[src/rtl/beta_pipe_ctrl_if.sv]
// Beta pipeline control bus: fetch-side inputs and the
// per-stage decode/writeback controls returned by the controller.
interface beta_pipe_ctrl_if;
    logic        instr_valid;
    logic [31:0] instr;
    logic        branch_taken;
    logic        stall;
    logic        stall_cnt_clr;
    logic        fetch_adv;
    logic [14:0] ir_decode;
    logic [14:0] ir_exec;
    logic [14:0] ir_mem;
    logic [14:0] ir_wb;
    logic        opcode_type_op;
    logic        op_ld_or_ldr_exec;
    logic        op_ld_or_ldr_mem;
    logic        op_ld_or_ldr_wb;
    logic [4:0]  ra1;
    logic [4:0]  ra2;
    logic        we;
    logic [4:0]  wa;
    logic [15:0] stall_cnt;

    modport master (
        output instr_valid, instr, branch_taken, stall, stall_cnt_clr,
        input  fetch_adv, ir_decode, ir_exec, ir_mem, ir_wb,
        input  opcode_type_op, op_ld_or_ldr_exec, op_ld_or_ldr_mem,
        input  op_ld_or_ldr_wb, ra1, ra2, we, wa, stall_cnt
    );

    modport slave (
        input  instr_valid, instr, branch_taken, stall, stall_cnt_clr,
        output fetch_adv, ir_decode, ir_exec, ir_mem, ir_wb,
        output opcode_type_op, op_ld_or_ldr_exec, op_ld_or_ldr_mem,
        output op_ld_or_ldr_wb, ra1, ra2, we, wa, stall_cnt
    );
endinterface

[src/rtl/beta_pipe_ctrl.sv]
// Beta 5-stage pipeline controller: tracks decode/exec/mem/wb
// instruction state, handles stall/annul and derives RF controls.
module beta_pipe_ctrl (
    input  logic            clk,
    input  logic            rst_n,
    beta_pipe_ctrl_if.slave bus
);

    typedef struct packed {
        logic        v;
        logic [5:0]  op;
        logic [14:0] f;
    } stage_t;

    localparam stage_t BUBBLE = '{v: 1'b0, op: 6'h00, f: 15'h7FFF};

    stage_t dec_q, ex_q, mem_q, wb_q;
    stage_t fetched;
    logic   annul;
    logic [15:0] cnt_q;
    logic   unused_instr;

    function automatic logic is_ld(input stage_t s);
        return s.v && (s.op == 6'h18 || s.op == 6'h1F);
    endfunction

    function automatic logic writes_rf(input logic [5:0] op);
        logic r;
        r = 1'b0;
        unique case (1'b1)
            op[5]:        r = 1'b1;
            op == 6'h18:  r = 1'b1;
            op == 6'h1B:  r = 1'b1;
            op == 6'h1C:  r = 1'b1;
            op == 6'h1D:  r = 1'b1;
            op == 6'h1F:  r = 1'b1;
            default:      r = 1'b0;
        endcase
        return r;
    endfunction

    assign unused_instr = ^bus.instr[10:0];

    assign fetched = '{v: 1'b1, op: bus.instr[31:26], f: bus.instr[25:11]};
    assign annul   = bus.branch_taken && dec_q.v;

    // Stage advance: stall holds decode and injects an exec bubble,
    // a taken branch annuls the instruction being fetched.
    always_ff @(posedge clk or negedge rst_n) begin
        if (!rst_n) begin
            dec_q <= BUBBLE;
            ex_q  <= BUBBLE;
            mem_q <= BUBBLE;
            wb_q  <= BUBBLE;
        end else begin
            wb_q  <= mem_q;
            mem_q <= ex_q;
            if (bus.stall) begin
                ex_q <= BUBBLE;
            end else begin
                ex_q <= dec_q;
                if (annul || !bus.instr_valid) begin
                    dec_q <= BUBBLE;
                end else begin
                    dec_q <= fetched;
                end
            end
        end
    end

    // Saturating stall counter, clear wins over increment.
    always_ff @(posedge clk or negedge rst_n) begin
        if (!rst_n) begin
            cnt_q <= 16'h0000;
        end else if (bus.stall_cnt_clr) begin
            cnt_q <= 16'h0000;
        end else if (bus.stall && cnt_q != 16'hFFFF) begin
            cnt_q <= cnt_q + 16'h0001;
        end
    end

    assign bus.stall_cnt = cnt_q;
    assign bus.fetch_adv = !bus.stall;

    assign bus.ir_decode = dec_q.f;
    assign bus.ir_exec   = ex_q.f;
    assign bus.ir_mem    = mem_q.f;
    assign bus.ir_wb     = wb_q.f;

    assign bus.opcode_type_op = dec_q.v && (dec_q.op[5:4] == 2'b10);

    assign bus.op_ld_or_ldr_exec = is_ld(ex_q);
    assign bus.op_ld_or_ldr_mem  = is_ld(mem_q);
    assign bus.op_ld_or_ldr_wb   = is_ld(wb_q);

    assign bus.ra1 = dec_q.f[9:5];
    assign bus.ra2 = (dec_q.op[5:4] == 2'b10) ? dec_q.f[4:0]
                                              : dec_q.f[14:10];

    assign bus.wa = wb_q.f[14:10];
    assign bus.we = wb_q.v && (wb_q.f[14:10] != 5'd31)
                    && writes_rf(wb_q.op);

endmodule

[src/flat_wrapper.sv]
// flat-port wrapper written by rule: the top's interface ports become plain ports
module beta_pipe_ctrl_flat 
  (clk, rst_n, bus_instr_valid, bus_instr, bus_branch_taken, bus_stall, bus_stall_cnt_clr, bus_fetch_adv, bus_ir_decode, bus_ir_exec, bus_ir_mem, bus_ir_wb, bus_opcode_type_op, bus_op_ld_or_ldr_exec, bus_op_ld_or_ldr_mem, bus_op_ld_or_ldr_wb, bus_ra1, bus_ra2, bus_we, bus_wa, bus_stall_cnt);
  beta_pipe_ctrl_if bus_i ();
  input  logic clk;
  input  logic rst_n;
  input wire logic [$bits(bus_i.instr_valid)-1:0] bus_instr_valid;
  input wire logic [$bits(bus_i.instr)-1:0] bus_instr;
  input wire logic [$bits(bus_i.branch_taken)-1:0] bus_branch_taken;
  input wire logic [$bits(bus_i.stall)-1:0] bus_stall;
  input wire logic [$bits(bus_i.stall_cnt_clr)-1:0] bus_stall_cnt_clr;
  output wire logic [$bits(bus_i.fetch_adv)-1:0] bus_fetch_adv;
  output wire logic [$bits(bus_i.ir_decode)-1:0] bus_ir_decode;
  output wire logic [$bits(bus_i.ir_exec)-1:0] bus_ir_exec;
  output wire logic [$bits(bus_i.ir_mem)-1:0] bus_ir_mem;
  output wire logic [$bits(bus_i.ir_wb)-1:0] bus_ir_wb;
  output wire logic [$bits(bus_i.opcode_type_op)-1:0] bus_opcode_type_op;
  output wire logic [$bits(bus_i.op_ld_or_ldr_exec)-1:0] bus_op_ld_or_ldr_exec;
  output wire logic [$bits(bus_i.op_ld_or_ldr_mem)-1:0] bus_op_ld_or_ldr_mem;
  output wire logic [$bits(bus_i.op_ld_or_ldr_wb)-1:0] bus_op_ld_or_ldr_wb;
  output wire logic [$bits(bus_i.ra1)-1:0] bus_ra1;
  output wire logic [$bits(bus_i.ra2)-1:0] bus_ra2;
  output wire logic [$bits(bus_i.we)-1:0] bus_we;
  output wire logic [$bits(bus_i.wa)-1:0] bus_wa;
  output wire logic [$bits(bus_i.stall_cnt)-1:0] bus_stall_cnt;
  assign bus_i.instr_valid = bus_instr_valid;
  assign bus_i.instr = bus_instr;
  assign bus_i.branch_taken = bus_branch_taken;
  assign bus_i.stall = bus_stall;
  assign bus_i.stall_cnt_clr = bus_stall_cnt_clr;
  assign bus_fetch_adv = bus_i.fetch_adv;
  assign bus_ir_decode = bus_i.ir_decode;
  assign bus_ir_exec = bus_i.ir_exec;
  assign bus_ir_mem = bus_i.ir_mem;
  assign bus_ir_wb = bus_i.ir_wb;
  assign bus_opcode_type_op = bus_i.opcode_type_op;
  assign bus_op_ld_or_ldr_exec = bus_i.op_ld_or_ldr_exec;
  assign bus_op_ld_or_ldr_mem = bus_i.op_ld_or_ldr_mem;
  assign bus_op_ld_or_ldr_wb = bus_i.op_ld_or_ldr_wb;
  assign bus_ra1 = bus_i.ra1;
  assign bus_ra2 = bus_i.ra2;
  assign bus_we = bus_i.we;
  assign bus_wa = bus_i.wa;
  assign bus_stall_cnt = bus_i.stall_cnt;
  beta_pipe_ctrl u_core (.clk(clk), .rst_n(rst_n), .bus(bus_i));
endmodule
[config.mk]
export PLATFORM = sky130hd
export DESIGN_NAME = beta_pipe_ctrl_flat
export DESIGN_NICKNAME = d
export VERILOG_FILES = /design/src/rtl/beta_pipe_ctrl_if.sv /design/src/rtl/beta_pipe_ctrl.sv /design/src/flat_wrapper.sv
export SDC_FILE = /design/constraint.sdc
export NUM_CORES = 1
export LEC_CHECK = 0
export ABC_AREA = 1
export BUFFER_PORTS_ARGS = -buffer_cell sky130_fd_sc_hd__buf_4
export CORE_ASPECT_RATIO = 1.4
export CORE_MARGIN = 3
export CORE_UTILIZATION = 46
export DETAILED_ROUTE_END_ITERATION = 10
export MAX_ROUTING_LAYER = met4
export PLACE_DENSITY = 0.85
export REMOVE_ABC_BUFFERS = 1
export SLEW_MARGIN = 20
export SYNTH_ARGS = -nofsm -noshare
export SYNTH_HDL_FRONTEND = slang
export SYNTH_SLANG_ARGS = --single-unit
[constraint.sdc]
create_clock -name clk -period 1.6 [get_ports clk]
set_input_delay 0.16 -clock clk [delete_from_list [all_inputs] [get_ports clk]]
set_output_delay 0.16 -clock clk [all_outputs]
set_load 0.005 [all_outputs]
==> results of run 1 <==
-- critical path: stages, from the launching register on --
cell and delay, ns:
dfrtp_1 0.41, ha_4 0.18, nand2_2 0.09, nor2_4 0.05, nand2_4 0.09, nor2_4 0.05
nor2_4 0.27, buf_4 0.18, nand4_1 0.09, nand2_1 0.08
-- power by group --
part           internal, W  leakage (nW)  switching, W  total, W
clock              0.00109         0.132      0.000907   0.00200
sequential         0.00284          1.23     0.0000841   0.00292
combinational     0.000282          1.28      0.000280  0.000562
-- sequential cells by signal, indices dropped and copies added (netlist names) --
name / count
u_core.bus.ir_decode: 15
u_core.bus.ir_mem: 15
u_core.bus.ir_wb: 15
u_core.bus.ir_exec: 15
u_core.mem_q: 7
u_core.dec_q: 7
u_core.ex_q: 7
u_core.bus.stall_cnt: 16
u_core.wb_q: 7
-- cell type report --
| class | count | area share, % |
|---|---|---|
| Clock buffer | 11 | 4.53 |
| Clock inverter | 5 | 0.583 |
| Inverter | 42 | 2.94 |
| Multi-Input combinational cell | 216 | 19.4 |
| Sequential cell | 104 | 49.9 |
| Tap cell | 107 | 2.50 |
| Timing Repair Buffer | 140 | 20.1 |
-- cell usage after synthesis, types with 5 or more instances --
master    number
nor2_1        47
dfstp_2       60
buf_4         71
nand4_1       10
o21ai_0       16
a21oi_1       22
clkbuf_1       6
dfrtp_1       44
nor2_4         5
nand2_1       85
inv_1         41
nand3_1       18
-- routing by layer --
metal / global-route usage, % / part of all wire (%)
met1: 21.2 / 39
met5: - / 0
met3: 3.72 / 7.0
met2: 28.3 / 52
met4: 7.94 / 2.2
-- layout by cell type, fill, tap and decap left out, types with 6 or more instances in the layout --
cell         n
buf_4      137
nand2_1     83
dfstp_2     60
nor2_1      45
dfrtp_1     44
inv_1       40
a21oi_1     22
nand3_1     18
o21ai_0     15
nand4_1     10
clkbuf_16    9
nor2_4       6
-- through the flow --
stage	util (%)	setup slack, ns
after floorplan	-	0.121
after global placement	54.6	0.113
after detailed placement	54.6	0.0326
after CTS	57.7	0.00214
after global routing	58.4	-0.00785
final	58.4	0.0359
-- worst max-delay path by stage --
| stage | start | to | slack [ns] |
|---|---|---|---|
| 2_1_floorplan | u_core.bus.stall_cnt[0]$_DFFE_PN0P_ | u_core.bus.stall_cnt[11]$_DFFE_PN0P_ | 0.12 |
| 3_3_place_gp | u_core.bus.stall_cnt[0]$_DFFE_PN0P_ | u_core.bus.stall_cnt[11]$_DFFE_PN0P_ | 0.11 |
| 3_5_place_dp | u_core.bus.stall_cnt[1]$_DFFE_PN0P_ | u_core.bus.stall_cnt[13]$_DFFE_PN0P_ | 0.03 |
| 4_1_cts | u_core.mem_q[16]$_DFF_PN0_ | bus_op_ld_or_ldr_mem | 0.002 |
| 5_1_grt | u_core.bus.stall_cnt[0]$_DFFE_PN0P_ | u_core.bus.stall_cnt[5]$_DFFE_PN0P_ | -0.008 |
| 6_report | u_core.bus.stall_cnt[0]$_DFFE_PN0P_ | u_core.bus.stall_cnt[7]$_DFFE_PN0P_ | 0.04 |
-- logic make-up (layout without fill, tap and decap cells) --
group	after synthesis	after routing	synth area share, %
compound gates	40	40	4.72
xor+xnor	4	4	0.796
fa+ha+maj	1	1	0.284
buf+inv	121	198	16.6
flops	104	104	60.8
simple gates	170	171	16.8
-- what timing repair did --
item	4_1_cts	5_1_grt
hold endpoints to repair	20	0
hold buffers	1	0
gates resized for setup	0	11
setup endpoints to repair	0	20
setup buffers	0	3
==> results.cfg, run 1 <==
[status]
status = finished clean

[final_layout]
fill_cells = 754
multiInputGateArea_sq_mm = 0.00104
fin_nets = 552
final_cells = 625
area_growth_pct = 21.8
final_layout_size_suffix_gt1_share_pct = 44.2
final_area_sq_mm = 0.00536
antenna_cells = 0
seq_area_sq_mm = 0.00268

[place]
finalWeightedCongestion = 0.921
place_area_sq_mm = 0.00501
dpl.hpwl_microns = 6780
place_inst = 604
numPortBuffers = 123

[drt]
drc = 0
firstDrtPassIters = 4
antenna_left = 0
avgViaCountPerCell = 5.00
totalWireLength_microns = 9240
drtIter0Drc = 178
routedWlPerCell_microns = 14.8
via_count = 3125

[power]
irDropWorstVdd_v = 0.000547
powerDensity_mw_per_mm2 = 1020
finalPower_w = 0.00548
leakagePower_nw = 2.64

[timing]
relSlewSlack_pct = 74.6
clock_skew_ns = 0.00407
maxSlewViolCount = 0
whs_ns = 0.0353
tns_ns = 0
fin_crit_ns = 1.56
rsz0062_at_grt = true
tightest_slew_ns = 0.376
hold_viol = 0
fmax_mhz = 639
fin_crit_sh_pct = 97.8
setup_violations = 0

[synthesis]
seq_area_frac_synth_pct = 60.8
ys_types = 25
synth_area_leaders = dfstp_2 (36%), dfrtp_1 (25%), buf_4 (12%), nand2_1 (7.2%), nor2_1 (4.0%)
synthArstFlopShare_pct = 100
synth-seq-cells = 104
synth_edf_count = 0
yosysTopAreaCell = dfstp_2
avgSynthCellArea_sq_um = 10.0
yosysTopAreaCellShare_pct = 35.8
synth-main-ff-cell = dfstp_2
synthesis.area_sq_mm = 0.00440
synth_warnings = 0
synthCells = 440

[clock_network]
cts_max_level = 3
numCtsBuffers = 9
cts.reportedPaths.clkPinSlew_ns = 0.07
cts_sinks = 104
cts_tree = yes
root_buffer = clkbuf_16
clock_latency_ns = 0.33
clockBufferDepth = 2

[worst_hold_path]
hold_start = bus_instr[29]
min_path_type = input pin to flop
hold_path_end = u_core.dec_q[18]$_DFFE_PN0N_
whs_path_depth = 3

[floorplanning]
ios = 135
core-area_sq_mm = 0.00918
die_h_microns = 122
die-area_sq_mm = 0.0108
initial_core_util_pct = 48.0
die_width_microns = 88.7
rows = 41

[worst_setup_path]
r2r_cells = 9
critPathKind = flop to flop
required_ns = 1.87
end_kind = flop
cp-start-kind = flop
r2r_end = u_core.bus.stall_cnt[7]$_DFFE_PN0P_
path_max_fanout = 9
cp.arrival_ns = 1.84
r2r_slack_ns = 0.04
rr_startpoint = u_core.bus.stall_cnt[0]$_DFFE_PN0P_

[run]
maxCapViolCount = 0

[global_routing]
antenna_found_initial = 0
grt_usage_pct = 17.6
grt_pass1_wl_microns = 14200
grt_start_max_net_pins = 39
overflow = 0
grt_pass1_vias = 3046
Note: power is estimated with default switching activity, not from simulation.
==> inputs of run 2 (changes only) <==
Settings changed: CORE_UTILIZATION 46 to 48, CTS_BUF_LIST set to sky130_fd_sc_hd__clkbuf_4, PLACE_DENSITY 0.85 to 0.87.
==> run 2 against run 1 <==
  * The run now ends with negative setup slack left
  * Core utilization grew 5.8 points
  * Global-route usage increased by 2.5 points
  * Hold slack lost 0.014 ns
  * Setup slack got worse by 0.056 ns
  * Clock skew rose by 0.013 ns
  * Cell area rose by 4.9%
  * Non-clock buffer count rose by 40
  * Sequential share of layout area is 2.3 points lower
  * Largest power group unchanged
  * Wire length increased by 11%
  * Clock power fell by 27%
==> results.cfg, run 2 (synthesis gave the netlist of run 1 again) <==
[global_routing]
grt_usage_pct = 20.1
antenna_found_initial = 1
grt_pass1_wl_microns = 15700
grt_pass1_vias = 3145
overflow = 0
grt_start_max_net_pins = 38

[worst_setup_path]
cp.arrival_ns = 1.46
required_ns = 1.44
slowest_stage = dfrtp_1
cp-start-kind = flop
path_max_fanout = 3
rr_startpoint = u_core.bus.stall_cnt[4]$_DFFE_PN0P_
critPathKind = flop to output port
r2r_slack_ns = 0.09
critPathMostFrequentCell = nand2_1
end_kind = output port
slowest_delay_ns = 0.40
crit_chain = nand2_1, nand2_1, nand3_2, nor4b_2, buf_4
startpoint = u_core.mem_q[15]$_DFF_PN0_

[worst_hold_path]
min_path_type = input pin to flop
hold_start = bus_branch_taken

[drt]
avgViaCountPerCell = 4.83
antenna_left = 0
routedWlPerCell_microns = 15.4
firstDrtPassIters = 4
drc = 0
via_count = 3214
drtIter0Drc = 271
totalWireLength_microns = 10200

[floorplanning]
ios = 135
die_h_microns = 119
die-area_sq_mm = 0.0104
die_width_microns = 87.0
rows = 40
initial_core_util_pct = 50.3
core-area_sq_mm = 0.00876

[power]
intPower_w = 0.00371
irDropWorstVdd_v = 0.000521
power.share.combinational_pct = 12.7
p_sw_w = 0.00132
leakagePower_nw = 2.78
sequentialPowerShare_pct = 58.2
clock_power_share_pct = 29.1
switching_share_pct = 26.2
powerDensity_mw_per_mm2 = 893

[clock_network]
cts_max_level = 3
cts_sinks = 104
cts.reportedPaths.clkPinSlew_ns = 0.15
cts_tree = yes
clock_latency_ns = 0.46
numCtsBuffers = 9
root_buffer = clkbuf_4
clockBufferDepth = 2

[place]
finalWeightedCongestion = 0.879
dpl.hpwl_microns = 7330
place_area_sq_mm = 0.00504
numPortBuffers = 123
place_inst = 608
dp_slack_ns = 0.0294

[timing]
tightest_slew_ns = 0.480
fin_crit_ns = 1.62
setup_slack_ns = -0.0200
relSlewSlack_pct = 68.0
fmax_mhz = 617
maxSlewViolCount = 0
tns_ns = -0.0200
setup_violations = 1
hold_viol = 0
clock_skew_ns = 0.0167
fin_crit_sh_pct = 101
rsz0062_at_grt = true

[final_layout]
fin_nets = 593
final_cells = 665
layout_common_cells = buf_4 (154), nand2_1 (81), dfstp_2 (60), nor2_1 (44), dfrtp_1 (42)
final_layout_size_suffix_gt1_share_pct = 45.8
final_common_cell = buf_4
area_growth_pct = 27.7
largest_register_ffs = 16
finalCoreUtilization_pct = 64.2
final_area_sq_mm = 0.00562

[status]
status = finished with violations
violations = negative setup slack

[run]
maxCapViolCount = 0
run 2: cell types whose count changed in the layout (fill, tap and decap cells not counted), sizes merged:
| cell | delta |
|---|---|
| buf | +16 |
| bufinv | +1 |
| clkbuf | -1 |
| clkinv | -2 |
| clkinvlp | -2 |
| diode | +1 |
| dlygate4sd3 | +24 |
| inv | +4 |
| nor2 | +1 |
run 2: power by group through the flow:
stage / Combinational (W) / Clock, W / Sequential, W
after floorplan: 0.000143 / 0 / 0.00296
after global placement: 0.000543 / 0 / 0.00295
after detailed placement: 0.000561 / 0 / 0.00296
after CTS: 0.000623 / 0.00150 / 0.00292
after global routing: 0.000699 / 0.00160 / 0.00294
final: 0.000637 / 0.00146 / 0.00292
run 2: layer usage:
layer / up-vias / GRT usage [%] / wire length [microns]
met2: 109 / 34.4 / 5660
met1: 1535 / 22.5 / 3710
met4: 0 / 11.0 / 380
met3: 32 / 2.15 / 459
li1: 1538 / - / -
met5: - / - / 0
run 2: final timing paths:
kind | to | cells after the start
worst max-delay path | bus_op_ld_or_ldr_mem | 5
max in group asynchronous | u_core.bus.ir_wb[12]$_DFF_PN1_ | 3
worst min-delay path | u_core.dec_q[21]$_DFFE_PN0N_ | 4
worst min register to register | u_core.bus.ir_wb[9]$_DFF_PN1_ | 0
worst max register to register | u_core.bus.stall_cnt[0]$_DFFE_PN0P_ | 8
min in group asynchronous | u_core.bus.stall_cnt[8]$_DFFE_PN0P_ | 2
run 2: critical path, delay by kind of cell, from the launching register on:
family | cells | cell delay, ns
buffers and inverters | 1 | 0.16
DFF | 1 | 0.40
and+or+nand+nor | 4 | 0.47
run 2: final cells by class:
cell class | count | area, sq um
antenna | 1 | 2.50
clock buffer | 10 | 75.1
clock inverter | 6 | 81.3
fill | 661 | 3130
inverter | 42 | 158
multi-input combinational | 217 | 1070
sequential | 104 | 2680
tap | 105 | 131
timing repair buffer | 180 | 1430
run 2: repair_timing:
item	4_1_cts	5_1_grt
buffers inserted	3	11
pin swaps	5	11
hold buffers	25	0
endpoints found under the setup margin	9	22
gates cloned	0	2
hold endpoints to repair	69	0
gates resized for setup	6	20
run 2: metrics by stage:
stage	total power (W)	hold slack, ns
final	0.00502	0.0218
after CTS	0.00504	0.0134
after detailed placement	0.00353	0.143
after global routing	0.00524	0.0403
after global placement	0.00349	0.143
after floorplan	0.00310	-0.136
==> inputs of run 3 (changes only) <==
Settings changed: ABC_AREA 1 to unset, CORE_UTILIZATION 48 to 47, GPL_TIMING_DRIVEN set to 0, PLACE_DENSITY 0.87 to 0.86.
==> run 3 against run 2 <==
  * The flow still finishes with violations (negative setup slack)
  * Clock skew down 0.0011 ns
  * Register-to-register slack worse by 0.43 ns
  * Critical path type is now flop to flop
  * Synthesized cell count down 24%
  * Global-route usage down 0.12 points
  * Clock power up 13%
  * Setup slack worse by 0.32 ns
  * Non-clock buffer count up 11
  * Largest cell class unchanged
  * Sequential power about the same
  * Core utilization up 2.6 points
  * Critical path depth up 1
  * Area after synthesis down 3.3%
  * Hold slack better by 0.086 ns
==> results.cfg, run 3 <==
[power]
leakagePower_nw = 2.65
irDropWorstVdd_v = 0.000738
finalPower_w = 0.00522
powerDensity_mw_per_mm2 = 896

[floorplanning]
die_width_microns = 86.5
die_h_microns = 119
die-area_sq_mm = 0.0103
rows = 40
initial_core_util_pct = 48.9
core-area_sq_mm = 0.00871
ios = 135

[status]
status = finished with violations
violations = negative setup slack

[timing]
clock_skew_ns = 0.0156
fmax_mhz = 515
rsz0062_at_grt = true
tightest_slew_ns = 0.907
setup_slack_ns = -0.343
fin_crit_ns = 1.94
setup_violations = 24
hold_viol = 0
fin_crit_sh_pct = 121
relSlewSlack_pct = 39.5
maxSlewViolCount = 0

[final_layout]
seq_area_sq_mm = 0.00269
multiInputGateArea_sq_mm = 0.00124
fill_cells = 590
fin_nets = 495
finalCoreUtilization_pct = 66.9
final_layout_size_suffix_gt1_share_pct = 66.8
final_common_cell = buf_4
area_growth_pct = 36.7
layout_common_cells = buf_4 (152), dfstp_2 (60), dfrtp_1 (35), dlygate4sd3_1 (23)
largest_register_ffs = 16

[worst_setup_path]
end_kind = flop
critPathMostFrequentCell = buf_6
slowest_delay_ns = 0.56
slowest_stage = nor3_1
cp-start-kind = flop
cp.arrival_ns = 2.30
crit_chain = buf_6, nand4_1, buf_6, nor3_1, o31ai_1, a21oi_1
path_max_fanout = 4
critPathKind = flop to flop
required_ns = 1.96

[synthesis]
synthesis.area_sq_mm = 0.00426
seq_area_frac_synth_pct = 62.9
ys_top_cells_by_count = buf_4 (71), dfstp_2 (60), dfrtp_1 (44)
synth_edf_count = 0
avgSynthCellArea_sq_um = 12.8
synthCells = 334
synthArstFlopShare_pct = 100
yosysTopAreaCellShare_pct = 37.0
synth_warnings = 0
synth-seq-cells = 104
yosysTopAreaCell = dfstp_2
synth-main-ff-cell = dfstp_2
synth_most_common_cell = buf_4
synth_area_leaders = dfstp_2 (37%), dfrtp_1 (26%), buf_4 (13%), o22a_1 (3.1%), or2_2 (2.4%)
ys_types = 43

[drt]
firstDrtPassIters = 4
drtIter0Drc = 211
drc = 0
antenna_left = 0
avgViaCountPerCell = 5.26
via_count = 2982
routedWlPerCell_microns = 18.9
totalWireLength_microns = 10700

[place]
finalWeightedCongestion = 0.811
dpl.hpwl_microns = 5950
numPortBuffers = 123

[global_routing]
grt_start_max_net_pins = 105
grt_pass1_vias = 3058
grt_usage_pct = 20.0
antenna_found_initial = 1
overflow = 0
grt_pass1_wl_microns = 15400

[clock_network]
cts_tree = yes
root_buffer = clkbuf_4
clock_latency_ns = 0.44
cts_sinks = 104
cts_max_level = 3
numCtsBuffers = 9
clockBufferDepth = 2
cts.reportedPaths.clkPinSlew_ns = 0.16

[run]
maxCapViolCount = 0

[worst_hold_path]
min_path_type = input pin to flop
==> run 3: cell count changes after synthesis, moves of 9 or more <==
cell,before,now
nor2_1,47,8
inv_1,41,4
o22a_1,0,15
o21ai_0,16,5
a21oi_1,22,9
nor2b_1,0,11
nand2_1,85,10
nand3_1,18,9
or2_2,0,16
==> run 3: path summary, 6_finish.rpt <==
path                                                     start                                  end  slack [ns]  depth (start not counted)
min in group asynchronous                                rst_n            u_core.ex_q[21]$_DFF_PN0_        0.39                          2
hold / removal                                       bus_stall            u_core.ex_q[21]$_DFF_PN0_        0.11                          2
max in group asynchronous                                rst_n  u_core.bus.stall_cnt[5]$_DFFE_PN0P_        0.56                          2
hold reg to reg                u_core.bus.ir_mem[14]$_DFF_PN1_       u_core.bus.ir_wb[14]$_DFF_PN1_        0.37                          0
setup reg to reg           u_core.bus.stall_cnt[6]$_DFFE_PN0P_  u_core.bus.stall_cnt[8]$_DFFE_PN0P_       -0.34                          6
setup / recovery           u_core.bus.stall_cnt[6]$_DFFE_PN0P_  u_core.bus.stall_cnt[8]$_DFFE_PN0P_       -0.34                          6
==> run 3: critical path, delay by kind of cell (launching register included) <==
kind / cells / cell delay, ns
compound gates: 2 / 0.40
buf+inv: 2 / 0.33
flops: 1 / 0.46
simple gates: 2 / 0.69
==> run 3: power breakdown <==
part           switching [W]  internal [W]  total, W  leakage [nW]
combinational       0.000254      0.000379  0.000632          1.33
clock               0.000814      0.000832   0.00165         0.102
sequential          0.000102       0.00284   0.00294          1.22
==> run 3: final cells by class <==
cell class | instances | area share, %
Sequential cell | 104 | 46.2
Timing Repair Buffer | 191 | 26.6
Multi-Input combinational cell | 145 | 21.3
Tap cell | 105 | 2.26
Clock inverter | 5 | 1.81
Clock buffer | 11 | 1.42
Inverter | 5 | 0.322
Antenna cell | 1 | 0.0430
==> run 3: kinds of logic after synthesis <==
family	count (synthesis)	synth area share (%)
buf+inv	86	13.9
compound gates	46	8.34
xor+xnor	2	0.411
fa+ha+maj	1	0.294
flops	104	62.9
simple gates	85	11.6
mux	10	2.59
==> run 3: per-stage QoR <==
step	worst slack [ns]	area [sq um]	hold slack, ns	setup TNS (ns)	std cells
6_report	-0.343	5820	0.108	-3.86	567
5_1_grt	-0.387	5820	0.0984	-5.50	567
3_5_place_dp	-0.357	4750	0.329	-8.50	481
2_1_floorplan	-0.136	3690	-0.136	-0.668	253
3_3_place_gp	-0.315	4740	0.353	-7.20	481
4_1_cts	-0.186	5590	0.0855	-2.04	552
==> run 3: what timing repair did <==
action,CTS,global route
cloned,1,0
setup endpoints to repair,25,26
hold endpoints to repair,72,0
pin swaps,15,14
buffers inserted,31,15
resized for setup,46,28
hold buffers,23,0
==> run 3: metal layers <==
metal | share of wire, % | vias to the layer above | GRT usage, %
met5 | 0 | - | -
met4 | 5.5 | 0 | 11.1
met3 | 5.1 | 40 | 2.79
met2 | 55 | 131 | 35.2
met1 | 34 | 1479 | 21.0
li1 | - | 1332 | -
